==> src/rtl/shot_pos_mapper.sv <==
// Piecewise-linear (x, y) shot position mapper with per-axis run-time segment tables.
// Latency: 2 cycles from acceptance to out_valid when not stalled; one sample per cycle.
// Backpressure: a single advance enable (!out_valid || out_ready) freezes both stages and in_ready.
module shot_pos_mapper #(
   parameter int W       = 10,
   parameter int SEGS    = 8,
   parameter int OUT_MAX = 1023
) (
   input  logic                    clk,
   input  logic                    rst,
   input  logic                    cfg_we,
   input  logic                    cfg_axis,
   input  logic [$clog2(SEGS)-1:0] cfg_idx,
   input  logic                    cfg_en,
   input  logic                    cfg_mode,
   input  logic [W-1:0]            cfg_bp,
   input  logic [W:0]              cfg_val,
   input  logic                    in_valid,
   output logic                    in_ready,
   input  logic [W-1:0]            in_x,
   input  logic [W-1:0]            in_y,
   output logic                    out_valid,
   input  logic                    out_ready,
   output logic [W-1:0]            out_x,
   output logic [W-1:0]            out_y,
   output logic [$clog2(SEGS)-1:0] out_seg_x,
   output logic [$clog2(SEGS)-1:0] out_seg_y,
   output logic                    out_hit_x,
   output logic                    out_hit_y
);

   localparam int IW = $clog2(SEGS);
   localparam logic signed [W+1:0] MAX_S = (W+2)'(OUT_MAX);

   // Tables indexed [axis][entry]; axis 0 = x, axis 1 = y.
   logic [1:0][SEGS-1:0]         tbl_en;
   logic [1:0][SEGS-1:0]         tbl_mode;
   logic [1:0][SEGS-1:0][W-1:0]  tbl_bp;
   logic [1:0][SEGS-1:0][W:0]    tbl_val;

   logic                         adv;
   logic                         take;
   logic [1:0][W-1:0]            pos;
   logic [1:0][IW-1:0]           sel_seg;
   logic [1:0]                   sel_hit;

   // Stage 1 carries the selected entry's mode/value so later table writes cannot disturb it.
   logic                         s1_valid;
   logic [1:0][W-1:0]            s1_pos;
   logic [1:0][IW-1:0]           s1_seg;
   logic [1:0]                   s1_hit;
   logic [1:0]                   s1_mode;
   logic [1:0][W:0]              s1_val;

   logic [W-1:0]                 res_x;
   logic [W-1:0]                 res_y;

   assign adv      = !out_valid || out_ready;
   assign in_ready = adv;
   assign take     = in_valid && adv;
   assign pos[0]   = in_x;
   assign pos[1]   = in_y;

   // Offset or constant, then clamp to [0, OUT_MAX]; an unmatched axis maps to 0.
   function automatic logic [W-1:0] apply_seg(input logic [W-1:0] p, input logic m,
                                              input logic [W:0] v, input logic h);
      logic signed [W+1:0] s;
      s = '0;
      if (m)
         s = $signed({2'b00, v[W-1:0]});
      else
         s = $signed({2'b00, p}) + $signed({v[W], v});
      if (!h)
         return '0;
      else if (s < 0)
         return '0;
      else if (s > MAX_S)
         return W'(OUT_MAX);
      else
         return s[W-1:0];
   endfunction

   // Table storage: reset to identity (entry 0 enabled, offset 0); writes are unconditional.
   always_ff @(posedge clk) begin
      if (rst) begin
         tbl_en      <= '0;
         tbl_en[0][0] <= 1'b1;
         tbl_en[1][0] <= 1'b1;
         tbl_mode    <= '0;
         tbl_bp      <= '0;
         tbl_val     <= '0;
      end else if (cfg_we) begin
         tbl_en[cfg_axis][cfg_idx]   <= cfg_en;
         tbl_mode[cfg_axis][cfg_idx] <= cfg_mode;
         tbl_bp[cfg_axis][cfg_idx]   <= cfg_bp;
         tbl_val[cfg_axis][cfg_idx]  <= cfg_val;
      end
   end

   // Segment select: highest enabled index whose breakpoint is <= position (later index wins).
   always_comb begin
      sel_seg = '0;
      sel_hit = '0;
      for (int a = 0; a < 2; a++) begin
         for (int i = 0; i < SEGS; i++) begin
            if (tbl_en[a][i] && (tbl_bp[a][i] <= pos[a])) begin
               sel_seg[a] = IW'(i);
               sel_hit[a] = 1'b1;
            end
         end
      end
   end

   // Stage 1 register: capture position and the selected entry's parameters.
   always_ff @(posedge clk) begin
      if (rst) begin
         s1_valid <= 1'b0;
         s1_pos   <= '0;
         s1_seg   <= '0;
         s1_hit   <= '0;
         s1_mode  <= '0;
         s1_val   <= '0;
      end else if (adv) begin
         s1_valid <= take;
         s1_pos   <= pos;
         s1_seg   <= sel_seg;
         s1_hit   <= sel_hit;
         for (int a = 0; a < 2; a++) begin
            s1_mode[a] <= tbl_mode[a][sel_seg[a]];
            s1_val[a]  <= tbl_val[a][sel_seg[a]];
         end
      end
   end

   // Stage 2 arithmetic on the captured entry.
   always_comb begin
      res_x = apply_seg(s1_pos[0], s1_mode[0], s1_val[0], s1_hit[0]);
      res_y = apply_seg(s1_pos[1], s1_mode[1], s1_val[1], s1_hit[1]);
   end

   // Output register: advances only with the global enable, so stalled outputs hold.
   always_ff @(posedge clk) begin
      if (rst) begin
         out_valid <= 1'b0;
         out_x     <= '0;
         out_y     <= '0;
         out_seg_x <= '0;
         out_seg_y <= '0;
         out_hit_x <= 1'b0;
         out_hit_y <= 1'b0;
      end else if (adv) begin
         out_valid <= s1_valid;
         out_x     <= res_x;
         out_y     <= res_y;
         out_seg_x <= s1_seg[0];
         out_seg_y <= s1_seg[1];
         out_hit_x <= s1_hit[0];
         out_hit_y <= s1_hit[1];
      end
   end

endmodule

==> config.mk <==
export PLATFORM = sky130hd
export DESIGN_NAME = shot_pos_mapper
export DESIGN_NICKNAME = d
export VERILOG_FILES = /design/src/rtl/shot_pos_mapper.sv
export SDC_FILE = /design/constraint.sdc
export NUM_CORES = 1
export LEC_CHECK = 0
export ABC_AREA = 1
export BUFFER_PORTS_ARGS = -buffer_cell sky130_fd_sc_hd__buf_2
export CORE_MARGIN = 1
export CORE_UTILIZATION = 55
export CTS_CLUSTER_DIAMETER = 50
export DETAILED_ROUTE_END_ITERATION = 10
export PLACE_DENSITY = 0.72
export SETUP_SLACK_MARGIN = 0.3
export SYNTH_ARGS = -nofsm -noshare
export SYNTH_HDL_FRONTEND = slang
export SYNTH_SLANG_ARGS = --single-unit
==> constraint.sdc <==
create_clock -name clk -period 2.9 [get_ports clk]
set_clock_uncertainty 0.05 [all_clocks]
set_input_delay 0.145 -clock clk [delete_from_list [all_inputs] [get_ports clk]]
set_output_delay 0.145 -clock clk [all_outputs]
set_load 0.02 [all_outputs]
Word-level counts from Yosys, hierarchy flattened
Cells that the tools add are included.

Input port bits: 52. Flip-flop bits (word level): 450. Logic and storage cells: 163.

Reductions and logical operators: 21. Mux-type cells: 62. Add/subtract/negate cells: 2. Magnitude comparators: 26.

Operators with widths (number): $bwmux W176 (1); $bwmux W160 (1); $le A10 B10 Y1 (16); $demux W88 S1 (1); $mux W88 (1); $demux W80 S1 (1); $mux W80 (1); $mux W10 (7); $bmux W11 S3 (2); $mux W3 (12); $demux W11 S3 (1); $mux W11 (3); $bwmux W16 (2); $demux W10 S3 (1); $add A11 B11 Y12 (2); $gt A12 B11 Y1 const B (2); $lt A12 B1 Y1 const B (2); $mux W12 (2); $mux W1 (21); $logic_and A1 B1 Y1 (19); $lt A3 B4 Y1 const B (3); $demux W8 S1 (1); $mux W8 (1); $bmux W1 S3 (2); other kinds (6) (6).

Logic depth before layout (Yosys ltp)
Depth in word-level cells: 11. Depth in mapped cells: 24.

Least setup slack after synthesis
Ideal clock, no wire load.

Path type: register to register. From: register s1_val[0] (netlist bit). To: register out_x[1]. Clock period less this slack: 2.294 ns. Required time: 2.718 ns. Stages on the path, launching flop included: 16. Arrival time: 2.111 ns. Setup time: 0.132 ns. Buffers on the path: 1. Slack: 0.606 ns. Cells stage by stage: dfxtp_1 > ha_1 > inv_1 > fa_1 > o31ai_1 > nand2_1 > o211ai_1 > nand2_1 > nand2_1 > nand2_1 > nand3_1 > o22a_1 > buf_2 > nand3_1 > nand2_1 > a21oi_1.

Cells in the longest elaborated chain, start to end: 6. Elaborated cells on any way between the ends: 7. Classes of those cells: 1 x add/sub; 2 x order compare; 4 x mux.

RTL lines: start, declared (line 53) `logic [1:0][W:0] s1_val;`; start signal, assigned by index (line 130) `s1_val[a] <= tbl_val[a][sel_seg[a]];`; $add A11 B11 Y12 (line 72) `s = $signed({2'b00, p}) + $signed({v[W], v});`; $mux W12 * (line 69) `if (m)`; $gt A12 B11 Y1 (line 77) `else if (s > MAX_S)`; $mux W10 (line 77); $mux W10 * (line 75) `else if (s < 0)`; $mux W10 * (line 73) `if (!h)`; end signal, assigned (line 153) `out_x <= res_x;`; end, declared (line 24) `output logic [W-1:0] out_x,`.

Mark *: on every way between the ends. The rest lies on a longest branch, timed or not. A chain may end at the register's enable or synchronous reset.

Worst setup path in the final report
From: input port in_x[6]. To: register s1_val[7] (netlist bit).

Cells in the longest elaborated chain, start to end: 11. Elaborated cells on any way between the ends: 23. Classes of those cells: 7 x order compare; 9 x mux; 7 x reduce/logical.

RTL lines: start, declared (line 20) `input logic [W-1:0] in_x,`; $le A10 B10 Y1 (line 106) `if (tbl_en[a][i] && (tbl_bp[a][i] <= pos[a])) begin`; $logic_and A1 B1 Y1 (line 106); $mux W1 (line 106); $mux W3 (5 in a row) (line 106); $mux W3 * (line 106); $bmux W11 S3 * (line 130); $mux W11 (implied by the code) * (line 130).

Mark *: on every way between the ends. The rest lies on a longest branch, timed or not. The select of a mux whose other input is x is not followed.

==> results_dict.tcl <==
set metrics [dict create \
    wl_per_cell_um 18.9 \
    drive_gt1_share_pct 13.2 \
    yosysWarnings 0 \
    crit_arrival_ns 2.95 \
    cts_num_sinks 450 \
    synth_area_per_cell_um2 7.11 \
    drt-pass1-iter-count 7 \
    critPathLaunchType "input port" \
    rsz0062_at_grt "yes" \
    detail-route-antenna-nets 0 \
    slew_violations 0 \
    start_util_pct 56.4 \
    grt_pass1_vias 20800 \
    leakagePower_uw 0.0123 \
    fin_tns_setup_ns 0 \
    r2r_start "tbl_bp[18]$_SDFFE_PP0P_" \
    dr.first_iter.drc_count 2098 \
    totalWireLength_um 72400 \
    critPathRequiredTime_ns 3.35 \
    clk_pin_slew_ns 0.06 \
    rows 73 \
    worst_ir_drop_vdd_mv 0.452 \
    fin_nets 3492 \
    antenna_found_initial 5 \
    cp_slowest_cell "dlygate4sd3_1" \
    dieArea_um2 42000 \
    max_slew_margin_pct 13.6 \
    worstSetupPathType "input port to flip-flop" \
    post-place-ws_ns 0.0650 \
    io_buffers 81 \
    max_slew.worst_pin.slew_ns 1.30 \
    finish.instance_area_um2 26800 \
    worst_hold_path_type "input port to flip-flop" \
    setup_viol 0 \
    die_h_um 205 \
    yosys.cell_types.count 41 \
    ys_ff_latch 450 \
    layout_common_cells "nor2_1 (574), dfxtp_1 (435), o21ai_0 (423)" \
    postSynthCellCount 3185 \
    clk_latency_ns 0.62 \
    place_area_um2 23700 \
    critical-path-max-stage-delay_ns 0.52 \
    fill_cells 3410 \
    cp-endpoint "s1_val[7]$_SDFFE_PP0N_" \
    hold_viol_final 0 \
    htreeDepth 2 \
    cp_common_cell "nand2_1" \
    maxCapViolations 0 \
    vias_per_cell 5.82 \
    p_per_area_nw_per_um2 563 \
    finalCritPeriodShare_pct 86.4 \
    final.min_clock_period_ns 2.51 \
    syn_nets 3419 \
    grt_max_degree 133 \
    vias 22300 \
    final_common_cell "nor2_1" \
    rr_worst_depth 20 \
    cts_made_buffers 51 \
    worstSetupStartpoint "in_x[6]" \
    synth_area_um2 22700 \
    outcome "completed" \
    place.gp.congestion 0.959 \
    crit_fanout 8 \
    die_w_um 205 \
    grt_pass1_wl_um 110000 \
    yosysSeqAreaShare_pct 39.8 \
    drcViolationCount 0 \
    fin_ws_ns 0.394 \
    finalPower_uw 15100 \
    regToRegEndpoint "s1_val[3]$_SDFFE_PP0N_" \
    root_buffer "clkbuf_16" \
    place_hpwl_um 44700 \
    clock_path_buffers 3 \
    path_cells "dlygate4sd3_1 > buf_2 > inv_4 > buf_6 > buf_4 > ha_1 > nand2_1 > nor2_2 > o211ai_1 > nand3_1 > nand2_1 > nand2_1 > nand2_1 > nand2_1 > nand2_2 > nand2_8 > nand2_8 > clkbuf_16 > nand2_1 > nand3_1 > nand3_1 > nand3_1 > nand2_1 > inv_1" \
    tritoncts "done" \
    whs_ns 0.0261 \
    ios 82 \
    grt-ovfl-total 0 \
    max_freq_mhz 399 \
    core_area_um2 40200 \
    regToRegSetupSlack_ns 0.42 \
    grt_usage_pct 33.0 \
    cp-end-kind "flip-flop" \
    area_growth_pct 18.3 \
]
## critical path: cells and delay by family
kind | cells | cell delay, ns
adders and majority gates | 1 | 0.26
and+or+nand+nor | 15 | 1.25
buffers and inverters | 7 | 1.18
AOI/OAI and AO/OA | 1 | 0.11
## power by group
group	switching, uW	internal (uW)	total (uW)
combinational	1250	687	1940
sequential	125	6380	6500
clock	2750	3890	6640
## flip-flops by register name (all words and copies together) (netlist names), 2 cells and up
| name | cells |
|---|---|
| tbl_val | 176 |
| tbl_bp | 160 |
| s1_val | 22 |
| s1_pos | 20 |
| tbl_en | 16 |
| tbl_mode | 16 |
| out_x | 10 |
| out_y | 10 |
| s1_seg | 6 |
| out_seg_x | 3 |
| out_seg_y | 3 |
| s1_hit | 2 |
| s1_mode | 2 |
## logic make-up after synthesis
kind of cell             synth area share, %
AO/OA/AOI/OAI                           16.6
flip-flops                              39.8
adder cells (fa/ha/maj)                 10.1
XOR/XNOR                               0.232
AND/OR/NAND/NOR                         24.7
buffers and inverters                   8.55
## Yosys cell counts
| library cell | count | area (um^2) |
|---|---|---|
| buf_1 | 1 | 3.75 |
| nor3_1 | 13 | 65.1 |
| nor2_2 | 7 | 43.8 |
| o21a_1 | 3 | 22.5 |
| xor2_1 | 6 | 52.6 |
| nand2_1 | 428 | 1610 |
| nor3_2 | 2 | 20.0 |
| nand3b_1 | 1 | 7.51 |
| o21ai_0 | 427 | 2140 |
| inv_2 | 4 | 15.0 |
| nand4_1 | 23 | 144 |
| a31oi_2 | 1 | 12.5 |
| nand3_1 | 265 | 1330 |
| o21bai_2 | 1 | 11.3 |
| nor2_1 | 587 | 2200 |
| buf_2 | 22 | 110 |
| o22a_1 | 1 | 8.76 |
| a211oi_1 | 3 | 22.5 |
| o221ai_1 | 1 | 8.76 |
| inv_4 | 2 | 12.5 |
| nand2_4 | 8 | 90.1 |
| o21bai_1 | 6 | 45.0 |
| buf_6 | 13 | 146 |
| fa_1 | 2 | 40.0 |
| a21oi_1 | 258 | 1290 |
| clkbuf_1 | 148 | 556 |
| nand2_2 | 3 | 18.8 |
| nor2_8 | 1 | 20.0 |
| buf_4 | 8 | 60.1 |
| o21ai_1 | 3 | 15.0 |
| ha_1 | 180 | 2250 |
| o211ai_1 | 12 | 90.1 |
| dfxtp_1 | 450 | 9010 |
| nor2_4 | 1 | 11.3 |
| a21o_1 | 3 | 22.5 |
| a31oi_1 | 1 | 6.26 |
| o2111ai_1 | 6 | 52.6 |
| clkinv_1 | 4 | 15.0 |
| o31ai_1 | 3 | 22.5 |
| or2_2 | 6 | 37.5 |
| inv_1 | 271 | 1020 |
## per-layer routing
metal	vias to the layer above	part of all wire, %	GRT usage, %
li1	10600	-	-
met1	10400	42	42.8
met2	1017	46	54.0
met3	203	8.6	4.98
met4	4	4.0	14.9
met5	-	0.033	0
## area by class of cell
cell class                 count  area, um^2  area share (%)
inverter                     281        1080            4.03
antenna                        3        7.51          0.0280
tap                          525         657            2.45
clock buffer                  72        1500            5.58
timing repair buffer         212        1910            7.14
sequential                   450        9030            33.7
clock inverter                23         240           0.896
multi-input combinational   2262       12400            46.2
## how the worst min path moves through the flow
stage | from | to | slack, ns | cells after the start
final | cfg_bp[3] | tbl_bp[53]$_SDFFE_PP0P_ | 0.03 | 3
after CTS | cfg_bp[1] | tbl_bp[1]$_SDFFE_PP0P_ | 0.0006 | 3
after detailed placement | tbl_val[107]$_SDFFE_PP0P_ | tbl_val[107]$_SDFFE_PP0P_ | 0.39 | 2
after global placement | tbl_val[107]$_SDFFE_PP0P_ | tbl_val[107]$_SDFFE_PP0P_ | 0.38 | 2
after floorplan | rst | out_y[0]$_SDFFE_PP0N_ | 0.16 | 1
after global routing | cfg_bp[2] | tbl_bp[52]$_SDFFE_PP0P_ | 0.03 | 3
## metrics by stage
stage | util (%) | std cells
3_3_place_gp | 58.9 | 3679
4_1_cts | 63.7 | 3793
3_5_place_dp | 58.9 | 3679
6_report | 66.7 | 3828
5_1_grt | 66.7 | 3828
2_1_floorplan | - | 3185
## what timing repair did
item,4_1_cts,5_1_grt
endpoints found under the setup margin,0,43
setup buffers,0,16
hold buffers,19,0
hold endpoints to repair,152,0
gates resized for setup,0,147
Note: power is estimated with default switching activity, not from simulation.
